==> src/rtl/sdram_port_arbiter_pkg.sv <==
// Shared encodings for the SDRAM port arbiter: FSM states, port indices and grant helpers.
package sdram_port_arbiter_pkg;

  typedef enum logic [1:0] {
    ST_IDLE    = 2'd0,
    ST_BUSY    = 2'd1,
    ST_RELEASE = 2'd2
  } arb_state_t;

  localparam logic [1:0] PORT_DMA    = 2'd0;
  localparam logic [1:0] PORT_ICACHE = 2'd1;
  localparam logic [1:0] PORT_DCACHE = 2'd2;
  localparam logic [1:0] NO_GRANT    = 2'd3;

  function automatic logic [1:0] onehot_to_port(input logic [2:0] oh);
    logic [1:0] p;
    p = NO_GRANT;
    if (oh[0])      p = PORT_DMA;
    else if (oh[1]) p = PORT_ICACHE;
    else if (oh[2]) p = PORT_DCACHE;
    return p;
  endfunction

  function automatic logic [2:0] port_to_onehot(input logic [1:0] p);
    logic [2:0] oh;
    oh = 3'b000;
    if (p != NO_GRANT) oh[p] = 1'b1;
    return oh;
  endfunction

endpackage

==> src/rtl/rr_priority_pick.sv <==
// Winner selection: DMA port has fixed priority, the two cache ports alternate on a tie.
module rr_priority_pick
  import sdram_port_arbiter_pkg::*;
(
  input  logic [2:0] req,
  input  logic [1:0] rr_last,
  output logic [2:0] winner
);

  always_comb begin
    winner = 3'b000;
    if (req[PORT_DMA])
      winner = 3'b001;
    else if (req[PORT_ICACHE] && req[PORT_DCACHE])
      winner = (rr_last == PORT_ICACHE) ? 3'b100 : 3'b010;
    else if (req[PORT_ICACHE])
      winner = 3'b010;
    else if (req[PORT_DCACHE])
      winner = 3'b100;
  end

endmodule

==> src/rtl/sdram_port_arbiter.sv <==
// Shares one SDRAM controller port between DMA and two cache requesters, one transaction at a time.
//   state      | meaning
//   ST_IDLE    | no grant; pick a winner from req_i and latch its request into ctl_*
//   ST_BUSY    | transaction in flight; fills/ack routed to the granted port
//   ST_RELEASE | one gap cycle so the finished port's req is seen low before re-arbitration
module sdram_port_arbiter
  import sdram_port_arbiter_pkg::*;
#(
  parameter int BURST_LEN = 4,
  parameter int ADDR_W    = 32
) (
  input  logic              clk,
  input  logic              reset,
  input  logic [2:0]        req_i,
  input  logic [2:0]        rw_i,
  input  logic [ADDR_W-1:0] addr0_i,
  input  logic [ADDR_W-1:0] addr1_i,
  input  logic [ADDR_W-1:0] addr2_i,
  input  logic [15:0]       wdata0_i,
  input  logic [15:0]       wdata1_i,
  input  logic [15:0]       wdata2_i,
  output logic [2:0]        fill_o,
  output logic [2:0]        ack_o,
  output logic [15:0]       rdata_o,
  output logic              ctl_req,
  output logic              ctl_rw,
  output logic [ADDR_W-1:0] ctl_addr,
  output logic [15:0]       ctl_wdata,
  input  logic              ctl_fill,
  input  logic              ctl_ack,
  input  logic [15:0]       ctl_rdata
);

  localparam int CNT_W = $clog2(BURST_LEN) + 1;

  arb_state_t       state;
  logic [1:0]       grant;
  logic [1:0]       rr_last;
  logic [CNT_W-1:0] fill_cnt;
  logic [2:0]       winner;
  logic [2:0]       grant_oh;

  rr_priority_pick u_pick (
    .req     (req_i),
    .rr_last (rr_last),
    .winner  (winner)
  );

  // Strobes are combinational so the cache captures data in the same cycle as ctl_fill.
  assign grant_oh = port_to_onehot(grant);
  assign rdata_o  = ctl_rdata;
  assign fill_o   = (state == ST_BUSY && ctl_rw)  ? (grant_oh & {3{ctl_fill}}) : 3'b000;
  assign ack_o    = (state == ST_BUSY && !ctl_rw) ? (grant_oh & {3{ctl_ack}})  : 3'b000;

  always_ff @(posedge clk or posedge reset) begin
    if (reset) begin
      state     <= ST_IDLE;
      grant     <= NO_GRANT;
      rr_last   <= PORT_DCACHE;
      fill_cnt  <= '0;
      ctl_req   <= 1'b0;
      ctl_rw    <= 1'b1;
      ctl_addr  <= '0;
      ctl_wdata <= '0;
    end else begin
      case (state)
        ST_IDLE: begin
          if (|req_i) begin
            grant   <= onehot_to_port(winner);
            ctl_req <= 1'b1;
            state   <= ST_BUSY;
            case (winner)
              3'b010: begin
                ctl_addr  <= addr1_i;
                ctl_wdata <= wdata1_i;
                ctl_rw    <= rw_i[1];
              end
              3'b100: begin
                ctl_addr  <= addr2_i;
                ctl_wdata <= wdata2_i;
                ctl_rw    <= rw_i[2];
              end
              default: begin
                ctl_addr  <= addr0_i;
                ctl_wdata <= wdata0_i;
                ctl_rw    <= rw_i[0];
              end
            endcase
          end
        end
        ST_BUSY: begin
          if (ctl_rw) begin
            if (ctl_fill) begin
              ctl_req <= 1'b0;
              if (fill_cnt == CNT_W'(BURST_LEN - 1)) begin
                fill_cnt <= '0;
                state    <= ST_RELEASE;
              end else begin
                fill_cnt <= fill_cnt + 1'b1;
              end
            end
          end else if (ctl_ack) begin
            ctl_req <= 1'b0;
            state   <= ST_RELEASE;
          end
        end
        ST_RELEASE: begin
          if (grant == PORT_ICACHE || grant == PORT_DCACHE)
            rr_last <= grant;
          grant <= NO_GRANT;
          state <= ST_IDLE;
        end
        default: state <= ST_IDLE;
      endcase
    end
  end

endmodule

==> config.mk <==
export PLATFORM = sky130hd
export DESIGN_NAME = sdram_port_arbiter
export DESIGN_NICKNAME = d
export VERILOG_FILES = /design/src/rtl/sdram_port_arbiter_pkg.sv /design/src/rtl/rr_priority_pick.sv /design/src/rtl/sdram_port_arbiter.sv
export SDC_FILE = /design/constraint.sdc
export NUM_CORES = 1
export LEC_CHECK = 0
export ABC_AREA = 1
export BUFFER_PORTS_ARGS = -buffer_cell sky130_fd_sc_hd__clkbuf_2
export CAP_MARGIN = 5
export CORE_MARGIN = 2
export CORE_UTILIZATION = 25
export CTS_BUF_LIST = sky130_fd_sc_hd__clkbuf_8
export DETAILED_ROUTE_END_ITERATION = 8
export PLACE_DENSITY = 0.63
export SYNTH_ARGS = -nofsm -noshare
export SYNTH_HDL_FRONTEND = slang
export SYNTH_SLANG_ARGS = --single-unit
==> constraint.sdc <==
create_clock -name clk -period 6 [get_ports clk]
set_input_delay 1.8 -clock clk [delete_from_list [all_inputs] [get_ports clk]]
set_output_delay 1.8 -clock clk [all_outputs]
set_load 0.1 [all_outputs]
### Word level (Yosys, flattened, before mapping)

Index checks and enable logic that the tools add are counted.

* register bits: 59
* latch bits: 0
* RAM bits: 0
* memory bits (read-only): 0
* logic and storage cells: 72
* memories: 0

* add/subtract/negate cells: 1
* $mul: 0
* div/mod/pow operators: 0
* magnitude comparators: 2
* eq/ne operators: 13
* shifts and indexed selects: 0
* multiplexer cells: 30
* bitwise logic cells: 2
* reductions and logical operators: 16

Operators with widths (number)
* $pmux W32 S2: 1
* $pmux W16 S2: 1
* $mux W3: 9
* $mux W2: 8
* $pmux W2 S2: 2
* $reduce_and A4 Y1: 2
* $and A3 B3 Y3: 2
* $eq A2 B1 Y1 const B: 3
* $eq A3 B2 Y1 const B: 2
* $mux W1: 6
* $ne A3 B3 Y1 const B: 2
* $reduce_and A2 Y1: 3
* $eq A2 B2 Y1 const B: 2
* $logic_and A1 B1 Y1: 4
* $ne A2 B2 Y1 const B: 2
* $pmux W1 S2: 2
* $reduce_bool A2 Y1: 2
* $add A3 B1 Y3 const B: 1
* $eq A3 B3 Y1 const B: 1
* $lt A2 B3 Y1 const B: 1
* $ne A3 B2 Y1 const B: 1
* $reduce_and A3 Y1: 1
* $reduce_or A3 Y1: 1
* $demux W1 S2: 1
* other kinds (4): 4

### Longest topological paths before layout

* depth in word-level cells: 9
* depth in mapped cells: 10
* depth with buffers taken out: 8

### Modules after synthesis

From an unflattened synthesis, not the netlist that was laid out.

* cells, all modules: 547
* area total of the unflattened synthesis: 3854.9 µm²

By module, submodules not included
* sdram_port_arbiter: instances 1, cells an instance 536, area an instance 3804.9 µm², sequential area each 1481.4 µm²
* rr_priority_pick: instances 1, cells an instance 11, area an instance 50.0 µm², sequential area each 0.0 µm²

### Least setup slack after synthesis

No wires, ideal clock.

* path type: input -> output
* from: in ctl_fill
* to: out fill_o[0]
* arrival time: 3155 ps
* required time: 4200 ps
* path slack: 1045 ps
* stages on the path: 2
* cell sequence: nand2_1 > nor2_1

* cells in the longest elaborated chain, start to end: 2

Ends and longest elaborated chain
* from (decl): RTL line sdram_port_arbiter.sv:29 `input logic ctl_fill,`
* $and A3 B3 Y3: RTL line sdram_port_arbiter.sv:52 `assign fill_o = (state == ST_BUSY && ctl_rw) ? (grant_oh & {3{ctl_fill}}) : 3'b000;`
* $mux W3: RTL line sdram_port_arbiter.sv:52
* to (decl): RTL line sdram_port_arbiter.sv:22 `output logic [2:0] fill_o,`

No other way between the ends.

### Worst setup path in the final report

* from: in ctl_fill
* to: out fill_o[2]

The elaborated chain is that of the path after synthesis.

==> run_results.csv <==
group,metric,value,unit
routing,viasPerCell,4.70,
clocking,cts_tree,"built",
clocking,hold_buffers,0,
synth,synth_edf_count,0,
die,rows,44,
status,status,"finished clean",
pwr,ir_drop,299,uV
clocking,cts_sinks,59,
die,fp.dieH,127,um
routing,route.detailed.drc,0,
critical_path,crit_type,"input pin to primary output",
place,hpwl,8430,um
synth,seq_area_frac_synth,39.3,%
clocking,cts_root_buf,"clkbuf_8",
die,coreArea,14600,um2
synth,synth_top_area_share,36.5,%
sta,tightest_slew,0.965,ns
synth,synth_common_cells,"212 x nand2_1, 89 x nand3_1, 55 x dfrtp_1",
synth,syn_area,3770,um2
clocking,clockBufferDepth,2,
synth,synthTopCellsByArea,"dfrtp_1 36%, nand2_1 21%, nand3_1 12%",
clocking,numCtsBuffers,9,
clocking,cts_setup_buffers,0,
synth,syn_avg_cell_area,7.15,um2
grt,grt_pass1_wl,19300,um
clocking,clk_pin_slew,0.07,ns
critical_path,crit_fanout,5,
synth,synth_flop_cell,"dfrtp_1",
cells_and_area,fin_area,4990,um2
routing,routed_wl,12200,um
min_path,min_path_type,"flop to flop",
place,post_dp_cell_area,4750,um2
routing,dr.pass1.iters,4,
cells_and_area,fill_cells,1586,
sta,max_freq,0.229,GHz
synth,synth.distinct_cells,27,
grt,grt_max_degree,60,
sta,finalSetupViolCount,0,
cells_and_area,final_layout_size_suffix_gt1_share,36.4,%
sta,post-route-min-period,4.37,ns
die,die-area,16100,um2
clocking,ctsResizeCount,0,
sta,finalCritPeriodShare,72.9,%
synth,async_flop_share,100,%
critical_path,startpoint_type,"input pin",
sta,hold_viol_final,0,
cells_and_area,antenna_cells,0,
die,start_util,25.8,%
clocking,htreeDepth,3,
synth,yosys.area.top_type,"dfrtp_1",
synth,yosysWarnings,0,
routing,drtAntennaViolNets,0,
routing,vias,4163,
critical_path,worstPathRequired,4.20,ns
place,io_buffer_count,209,
clocking,clk_latency,0.35,ns
grt,grt_usage,15.1,%
routing,first_iter_violations,252,
sta,skew,0.00648,ns
synth,ys_ff_latch,59,
grt,grt_pass1_vias,3923,
sta,slew_headroom,35.6,%
routing,wire_per_inst,13.8,um
pwr,power_density,631,nW/um2
critical_path,endpoint_kind,"primary output",
synth,yosysMostFrequentCell,"nand2_1",
die,io_pins,242,
synth,synth_nets,702,
die,die_w,127,um
sta,rsz0062_at_grt,"no",
run,maxCapViolations,0,
sta,fin_setup_tns,0,ns
grt,grt_overflow,0,
critical_path,crit_arrival,2.57,ns
grt,antenna_found_initial,1,
pwr,p_leak,2.80,nW
place,gp_congestion,0.779,
cells_and_area,areaGrowthSynthToFinish,32.2,%
cells_and_area,nNetsFinal,870,
sta,report.final.slew_viol_count,0,
synth,syn_inst,528,
-- critical path: stages --
cell,delay [ns]
clkbuf_2,0.10
nand2_1,0.11
nor2_1,0.10
clkbuf_2,0.46
-- area by class of cell --
type / instances / area [um2] / share of cell area [%]
Clock buffer: 10 / 138 / 2.76
Clock inverter: 6 / 105 / 2.11
Inverter: 18 / 68.8 / 1.38
Multi-Input combinational cell: 394 / 1880 / 37.7
Sequential cell: 59 / 1480 / 29.7
Tap cell: 184 / 230 / 4.61
Timing Repair Buffer: 214 / 1080 / 21.7
-- worst paths after layout --
check | from | to | slack (ns) | cells past startpoint
worst min-delay path | ctl_wdata[11]$_DFFE_PP0P_ | ctl_wdata[11]$_DFFE_PP0P_ | 0.48 | 2
worst max register to register | state[0]$_DFFE_PP0P_ | grant[0]$_DFFE_PP1P_ | 3.77 | 7
worst min register to register | ctl_wdata[11]$_DFFE_PP0P_ | ctl_wdata[11]$_DFFE_PP0P_ | 0.48 | 2
worst max-delay path | ctl_fill | fill_o[2] | 1.63 | 4
max in group asynchronous | reset | ctl_wdata[14]$_DFFE_PP0P_ | 3.82 | 3
min in group asynchronous | reset | ctl_addr[17]$_DFFE_PP0P_ | 1.64 | 3
-- state kept, by name, summed over array words and instances, names as in the netlist --
signal,count
grant,2
fill_cnt,3
ctl_wdata,16
state,2
ctl_req,1
rr_last,2
ctl_rw,1
ctl_addr,32
-- where the power goes --
part,internal [mW],switching (mW),total [mW],leakage (nW)
combinational,0.308,1.69,1.99,1.95
clock,0.284,0.163,0.447,0.125
sequential,0.598,0.107,0.705,0.723
-- cells in the final DEF (no fill, tap or decap), types with 5 or more instances in the layout --
master and count:
buf_4 5, inv_2 6, nand3_1 89, clkbuf_8 10, inv_1 13, nor2_1 9, nand4_1 49, dfrtp_1 55
nand2_1 212, nand3_2 10, clkbuf_2 209
-- through the flow --
step                setup WS (ns)  std cells  hold slack (ns)  util, %  power (mW)
floorplan                    1.04        528            0.447        -        2.40
global placement             1.63        869            0.461     32.4        2.71
detailed placement           1.62        869            0.466     32.4        2.72
CTS                          1.62        885            0.483     34.1        3.18
global route                 1.59        885            0.503     34.1        3.32
finish                       1.63        885            0.481     34.1        3.15
-- logic make-up (layout without fill, tap and decap cells) --
group	count (synthesis)	count (layout)	synth area share (%)
AO/OA/AOI/OAI	16	16	2.49
adder cells (fa/ha/maj)	4	4	1.33
buffers and inverters	75	248	11.2
flip-flops	59	59	39.3
AND/OR/NAND/NOR	374	374	45.7
-- layer usage --
layer  up-vias  GRT usage (%)  part of all wire (%)
met2       181           24.5                    47
met4         0           5.88                   1.3
met1      1888           18.8                    44
li1       2080              -                     -
met5         -              0                     0
met3        14           4.60                   8.0
Note: power is estimated with default switching activity, not from simulation.
